`src/rtl/seg_display_arbiter_if.sv`:
```
// Requester/display bundle for the seven-segment display arbiter.
// master = requester side (drives REQ/DATA), slave = arbiter side (drives grants and digits).
interface seg_display_arbiter_if;
    logic        req_a;
    logic [15:0] data_a;
    logic        req_b;
    logic [15:0] data_b;
    logic        gnt_a;
    logic        gnt_b;
    logic [3:0]  d1;
    logic [3:0]  d2;
    logic [3:0]  d3;
    logic [3:0]  d4;
    logic        blank;

    modport master (
        output req_a, data_a, req_b, data_b,
        input  gnt_a, gnt_b, d1, d2, d3, d4, blank
    );

    modport slave (
        input  req_a, data_a, req_b, data_b,
        output gnt_a, gnt_b, d1, d2, d3, d4, blank
    );
endinterface

```
`src/rtl/seg_display_arbiter.sv`:
```
// Round-robin owner of the 4-digit seven-segment display with a minimum hold in prescaled ticks.
// Optional macro SEG_ARB_TIMEOUT_EN adds a forced release after MAX_TICKS plus a requester lockout.
module seg_display_arbiter #(
    parameter int TICK_DIV   = 50000,
    parameter int HOLD_TICKS = 4,
    parameter int MAX_TICKS  = 16
) (
    input  logic                  clk_i,
    input  logic                  in_clr_i,
    seg_display_arbiter_if.slave  bus
);

    typedef enum logic [1:0] {
        IDLE  = 2'd0,
        OWN_A = 2'd1,
        OWN_B = 2'd2
    } state_t;

    localparam int PW = $clog2(TICK_DIV);
    // Counter is wide enough for either limit so both builds share one width.
    localparam int HW = $clog2(((MAX_TICKS > HOLD_TICKS) ? MAX_TICKS : HOLD_TICKS) + 1);
`ifdef SEG_ARB_TIMEOUT_EN
    localparam int HOLD_LIM = MAX_TICKS;
`else
    localparam int HOLD_LIM = HOLD_TICKS;
`endif

    state_t        state_q, state_d;
    logic          last_q, last_d;       // 0: A owned last, 1: B owned last
    logic [PW-1:0] presc_q, presc_d;
    logic [HW-1:0] hold_q, hold_d;
    logic [15:0]   disp_q, disp_d;
    logic          tick;
    logic          held;
    logic          req_a_eff;
    logic          req_b_eff;

`ifdef SEG_ARB_TIMEOUT_EN
    logic lock_a_q, lock_a_d;
    logic lock_b_q, lock_b_d;
    logic timeout;

    assign req_a_eff = bus.req_a & ~lock_a_q;
    assign req_b_eff = bus.req_b & ~lock_b_q;
    assign timeout   = (hold_q == HW'(MAX_TICKS));
`else
    assign req_a_eff = bus.req_a;
    assign req_b_eff = bus.req_b;
`endif

    assign tick    = (presc_q == PW'(TICK_DIV - 1));
    assign presc_d = tick ? '0 : presc_q + PW'(1);
    assign held    = (hold_q >= HW'(HOLD_TICKS));

    always_comb begin
        state_d = state_q;
        last_d  = last_q;
        hold_d  = hold_q;
        disp_d  = disp_q;
`ifdef SEG_ARB_TIMEOUT_EN
        lock_a_d = lock_a_q & bus.req_a;
        lock_b_d = lock_b_q & bus.req_b;
`endif
        if (tick && (hold_q != HW'(HOLD_LIM))) begin
            hold_d = hold_q + HW'(1);
        end

        unique case (state_q)
            IDLE: begin
                if (req_a_eff && (!req_b_eff || last_q)) begin
                    state_d = OWN_A;
                    last_d  = 1'b0;
                    hold_d  = '0;
                end else if (req_b_eff) begin
                    state_d = OWN_B;
                    last_d  = 1'b1;
                    hold_d  = '0;
                end
            end
            OWN_A: begin
                if (bus.req_a) begin
                    disp_d = bus.data_a;
                end
                if (held && req_b_eff) begin
                    state_d = OWN_B;
                    last_d  = 1'b1;
                    hold_d  = '0;
                end else if (held && !bus.req_a) begin
                    state_d = IDLE;
`ifdef SEG_ARB_TIMEOUT_EN
                end else if (timeout && !req_b_eff) begin
                    state_d  = IDLE;
                    lock_a_d = 1'b1;
`endif
                end
            end
            OWN_B: begin
                if (bus.req_b) begin
                    disp_d = bus.data_b;
                end
                if (held && req_a_eff) begin
                    state_d = OWN_A;
                    last_d  = 1'b0;
                    hold_d  = '0;
                end else if (held && !bus.req_b) begin
                    state_d = IDLE;
`ifdef SEG_ARB_TIMEOUT_EN
                end else if (timeout && !req_a_eff) begin
                    state_d  = IDLE;
                    lock_b_d = 1'b1;
`endif
                end
            end
            default: begin
                state_d = IDLE;
            end
        endcase
    end

    always_ff @(posedge clk_i or posedge in_clr_i) begin
        if (in_clr_i) begin
            state_q <= IDLE;
            last_q  <= 1'b1;
            presc_q <= '0;
            hold_q  <= '0;
            disp_q  <= '0;
        end else begin
            state_q <= state_d;
            last_q  <= last_d;
            presc_q <= presc_d;
            hold_q  <= hold_d;
            disp_q  <= disp_d;
        end
    end

`ifdef SEG_ARB_TIMEOUT_EN
    always_ff @(posedge clk_i or posedge in_clr_i) begin
        if (in_clr_i) begin
            lock_a_q <= 1'b0;
            lock_b_q <= 1'b0;
        end else begin
            lock_a_q <= lock_a_d;
            lock_b_q <= lock_b_d;
        end
    end
`endif

    // Grants and blank come straight from the state flops, so they are registered.
    assign bus.gnt_a = (state_q == OWN_A);
    assign bus.gnt_b = (state_q == OWN_B);
    assign bus.blank = (state_q == IDLE);
    assign bus.d1    = disp_q[3:0];
    assign bus.d2    = disp_q[7:4];
    assign bus.d3    = disp_q[11:8];
    assign bus.d4    = disp_q[15:12];

endmodule

```
`src/flat_wrapper.sv`:
```
// flat-port wrapper written by rule: the top's interface ports become plain ports
module seg_display_arbiter_flat 
#(
    parameter int TICK_DIV   = 50000,
    parameter int HOLD_TICKS = 4,
    parameter int MAX_TICKS  = 16
)
  (clk_i, in_clr_i, bus_req_a, bus_data_a, bus_req_b, bus_data_b, bus_gnt_a, bus_gnt_b, bus_d1, bus_d2, bus_d3, bus_d4, bus_blank);
  seg_display_arbiter_if bus_i ();
  input  logic clk_i;
  input  logic in_clr_i;
  input wire logic [$bits(bus_i.req_a)-1:0] bus_req_a;
  input wire logic [$bits(bus_i.data_a)-1:0] bus_data_a;
  input wire logic [$bits(bus_i.req_b)-1:0] bus_req_b;
  input wire logic [$bits(bus_i.data_b)-1:0] bus_data_b;
  output wire logic [$bits(bus_i.gnt_a)-1:0] bus_gnt_a;
  output wire logic [$bits(bus_i.gnt_b)-1:0] bus_gnt_b;
  output wire logic [$bits(bus_i.d1)-1:0] bus_d1;
  output wire logic [$bits(bus_i.d2)-1:0] bus_d2;
  output wire logic [$bits(bus_i.d3)-1:0] bus_d3;
  output wire logic [$bits(bus_i.d4)-1:0] bus_d4;
  output wire logic [$bits(bus_i.blank)-1:0] bus_blank;
  assign bus_i.req_a = bus_req_a;
  assign bus_i.data_a = bus_data_a;
  assign bus_i.req_b = bus_req_b;
  assign bus_i.data_b = bus_data_b;
  assign bus_gnt_a = bus_i.gnt_a;
  assign bus_gnt_b = bus_i.gnt_b;
  assign bus_d1 = bus_i.d1;
  assign bus_d2 = bus_i.d2;
  assign bus_d3 = bus_i.d3;
  assign bus_d4 = bus_i.d4;
  assign bus_blank = bus_i.blank;
  seg_display_arbiter #(.TICK_DIV(TICK_DIV), .HOLD_TICKS(HOLD_TICKS), .MAX_TICKS(MAX_TICKS)) u_core (.clk_i(clk_i), .in_clr_i(in_clr_i), .bus(bus_i));
endmodule
```
`config.mk`:
```
export PLATFORM = sky130hd
export DESIGN_NAME = seg_display_arbiter_flat
export DESIGN_NICKNAME = d
export VERILOG_FILES = /design/src/rtl/seg_display_arbiter_if.sv /design/src/rtl/seg_display_arbiter.sv /design/src/flat_wrapper.sv
export SDC_FILE = /design/constraint.sdc
export NUM_CORES = 1
export LEC_CHECK = 0
export CORE_UTILIZATION = 45
export DETAILED_ROUTE_END_ITERATION = 8
export PLACE_DENSITY = 0.74
export SETUP_SLACK_MARGIN = 0.05
export SLEW_MARGIN = 10
export SYNTH_ARGS = -nofsm -noshare
export SYNTH_HDL_FRONTEND = slang
export SYNTH_SLANG_ARGS = --single-unit
```
`constraint.sdc`:
```
create_clock -name clk_i -period 2.4 [get_ports clk_i]
set_input_delay 0.48 -clock clk_i [delete_from_list [all_inputs] [get_ports clk_i]]
set_output_delay 0.48 -clock clk_i [all_outputs]
set_load 0.01 [all_outputs]
```
==> results.yml <==
run_status:
  status: "finished, final reports clean"
clock_tree:
  cts_tree: "built"
  ctsHoldBuffers: 0
  post_cts_resized: 0
  cts_made_buffers: 5
  cts-root-buf: "clkbuf_8"
  clkTransAtPathRegs_ns: 0.07
  cts.path.max_buffers: 2
  cts_max_level: 2
  clock-sinks: 40
  post-cts-setup-buffers: 0
  clkLatencyLatePin_ns: 0.29
die:
  die_width_um: 71.64
  initial_utilization: 0.4844
  pin_count: 55
  core_region_area_um2: 4504
  dieArea_um2: 5132
  row_count: 24
  fp.dieH_um: 71.64
grt:
  antenna_found_initial: 0
  grt_pass1_vias: 1703
  grt_max_degree: 41
  top_usage_layer: "met2"
  grt_use_met3: 0.05063
  grt_pass1_wl_um: 7569
  grt_overflow_total: 0
  met2_usage: 0.3260
  met1_usage: 0.2318
  track_usage: 0.1900
sta:
  tightest_slew_ns: 0.5097
  fin_tns_setup_ns: 0
  finalHoldViolCount: 0
  whs_ns: 0.4908
  max_slew_margin: 0.6602
  setup_viol: 0
  slew_viol_final: 0
  fin_crit_ns: 2.251
  rsz0062_at_grt: "false"
  clock.fmax_mhz: 444.3
  skew_ns: 0.004654
  finalCritPeriodShare: 0.9378
route:
  dr.pass1.iters: 4
  finalWirelength_um: 4579
  vias: 1777
  wl_per_cell_um: 14.00
  drc: 0
  drt_iter0_markers: 57
  antenna_left: 0
  via_per_inst: 5.434
synth:
  synth_area_um2: 2182
  synthArstFlopShare: 1.000
  netlist.area_leader.share: 0.4472
  synth-edff-count: 0
  ys_ff_latch: 40
  synth_area_leader_cell: "dfrtp_1"
  synth_ff_type: "dfrtp_1"
  ys_types: 45
  postSynthAreaPerCell_um2: 9.964
  yosys-top-cells-count: "dfrtp_1, nor2_1, a21oi_1, mux2i_1, inv_1"
  synth_nets: 262
  synth.most_common_cell: "dfrtp_1"
  ys_top_cells_by_area: "dfrtp_1, mux2i_1, nor2_1"
  postSynthCellCount: 219
  synth_warnings: 0
  ys_seq_area_frac: 0.4593
setup_path:
  path_max_fanout: 10
  end_kind: "output port"
  critPathKind: "reg -> out"
  cp.required_ns: 1.92
  startpoint_type: "flip-flop"
  arrival_ns: 1.77
power:
  power.leakage_uw: 0.001210
  total_power_uw: 2621
  vdd_ir_drop_max_mv: 0.5048
  power.internal_uw: 1734
  pwr-share-clk: 0.172
  p_seq_frac: 0.353
  combinationalPowerShare: 0.475
  p_sw_uw: 887.0
  switching_share: 0.3384
  p_per_area_nw_per_um2: 912.1
place:
  globalplace.congestion: 0.7870
  hpwl_um: 3352
  dpl-instance-area_um2: 2784
  numPortBuffers: 54
cells_and_area:
  final_cell_area_um2: 2874
  nets: 317
  antennaDiodeCount: 0
  drive_gt1_frac: 0.07636
  areaGrowthSynthToFinish_pct: 31.71
flow_run:
  cap_violations: 0
min_path:
  min-delay-path-class: "reg -> reg"
logic make-up after synthesis:
group | after synthesis | synth area share
and+or+nand+nor | 79 | 0.2041
DFF | 40 | 0.4593
AOI/OAI and AO/OA | 36 | 0.1015
muxes | 23 | 0.1072
buffers and inverters | 22 | 0.03956
xor gates and xnor gates | 12 | 0.04816
adders and majority gates | 7 | 0.04014
cell type report:
| cell class | instances | area, um^2 |
|---|---|---|
| Tap cell | 52 | 65.06 |
| Timing Repair Buffer | 59 | 578.1 |
| Inverter | 11 | 41.29 |
| Clock buffer | 8 | 90.09 |
| Multi-Input combinational cell | 157 | 1097 |
| Sequential cell | 40 | 1002 |
| Fill cell | 374 | 1630 |
metrics by stage:
step	std cells	worst slack, ns	util
2_1_floorplan	219	0.4256	-
3_3_place_gp	319	0.4396	0.6181
3_5_place_dp	319	0.3967	0.6181
4_1_cts	327	0.1411	0.6381
5_1_grt	327	0.05515	0.6381
6_report	327	0.1494	0.6381
power by group through the flow:
stage	clock [uW]	sequential (uW)	combinational, uW
floorplan	0	998	673
CTS	472	926	1260
finish	450	926	1250
detailed placement	0	940	1260
global route	494	946	1370
global placement	0	932	1240
cells in the final DEF, fill, tap and decap left out, types with 4 or more instances in the layout:
cell type and count:
clkdlybuf4s50_1 54, dfrtp_1 39, nor2_1 33, mux2i_1 20, a21oi_1 20, inv_1 11
nand3_1 7, xor2_1 7, ha_1 7, clkbuf_8 6, xnor2_1 5, buf_4 5
nand2b_1 4, nor3_1 4, nand2_1 4, nand4_1 4
worst paths after layout:
kind                                    from                 to  slack (ns)  cells after the start
setup / recovery           u_core.state_q[0]          bus_gnt_b        0.15                      3
hold / removal             u_core.presc_q[0]  u_core.presc_q[0]        0.49                      1
setup reg to reg           u_core.presc_q[5]   u_core.hold_q[1]        0.47                      4
hold reg to reg            u_core.presc_q[0]  u_core.presc_q[0]        0.49                      1
max in group asynchronous           in_clr_i  u_core.disp_q[11]        1.43                      3
min in group asynchronous           in_clr_i   u_core.disp_q[2]        0.62                      3
per-layer routing:
layer  wire length, um  up-vias
met5                 0        -
met4                85        0
met3               201       10
met2              2216       35
met1              2076      849
li1                  -      883
sequential cells by signal (all words and copies together), names as in the netlist:
name            count
u_core.last_q       1
u_core.disp_q      16
u_core.presc_q     16
u_core.state_q      2
u_core.hold_q       5
worst max-delay path, stage by stage (launching register included):
cell,delay [ns]
dfrtp_1,0.42
inv_1,0.09
ha_1,0.36
clkdlybuf4s50_1,0.60
(Power assumes the default switching activity.)
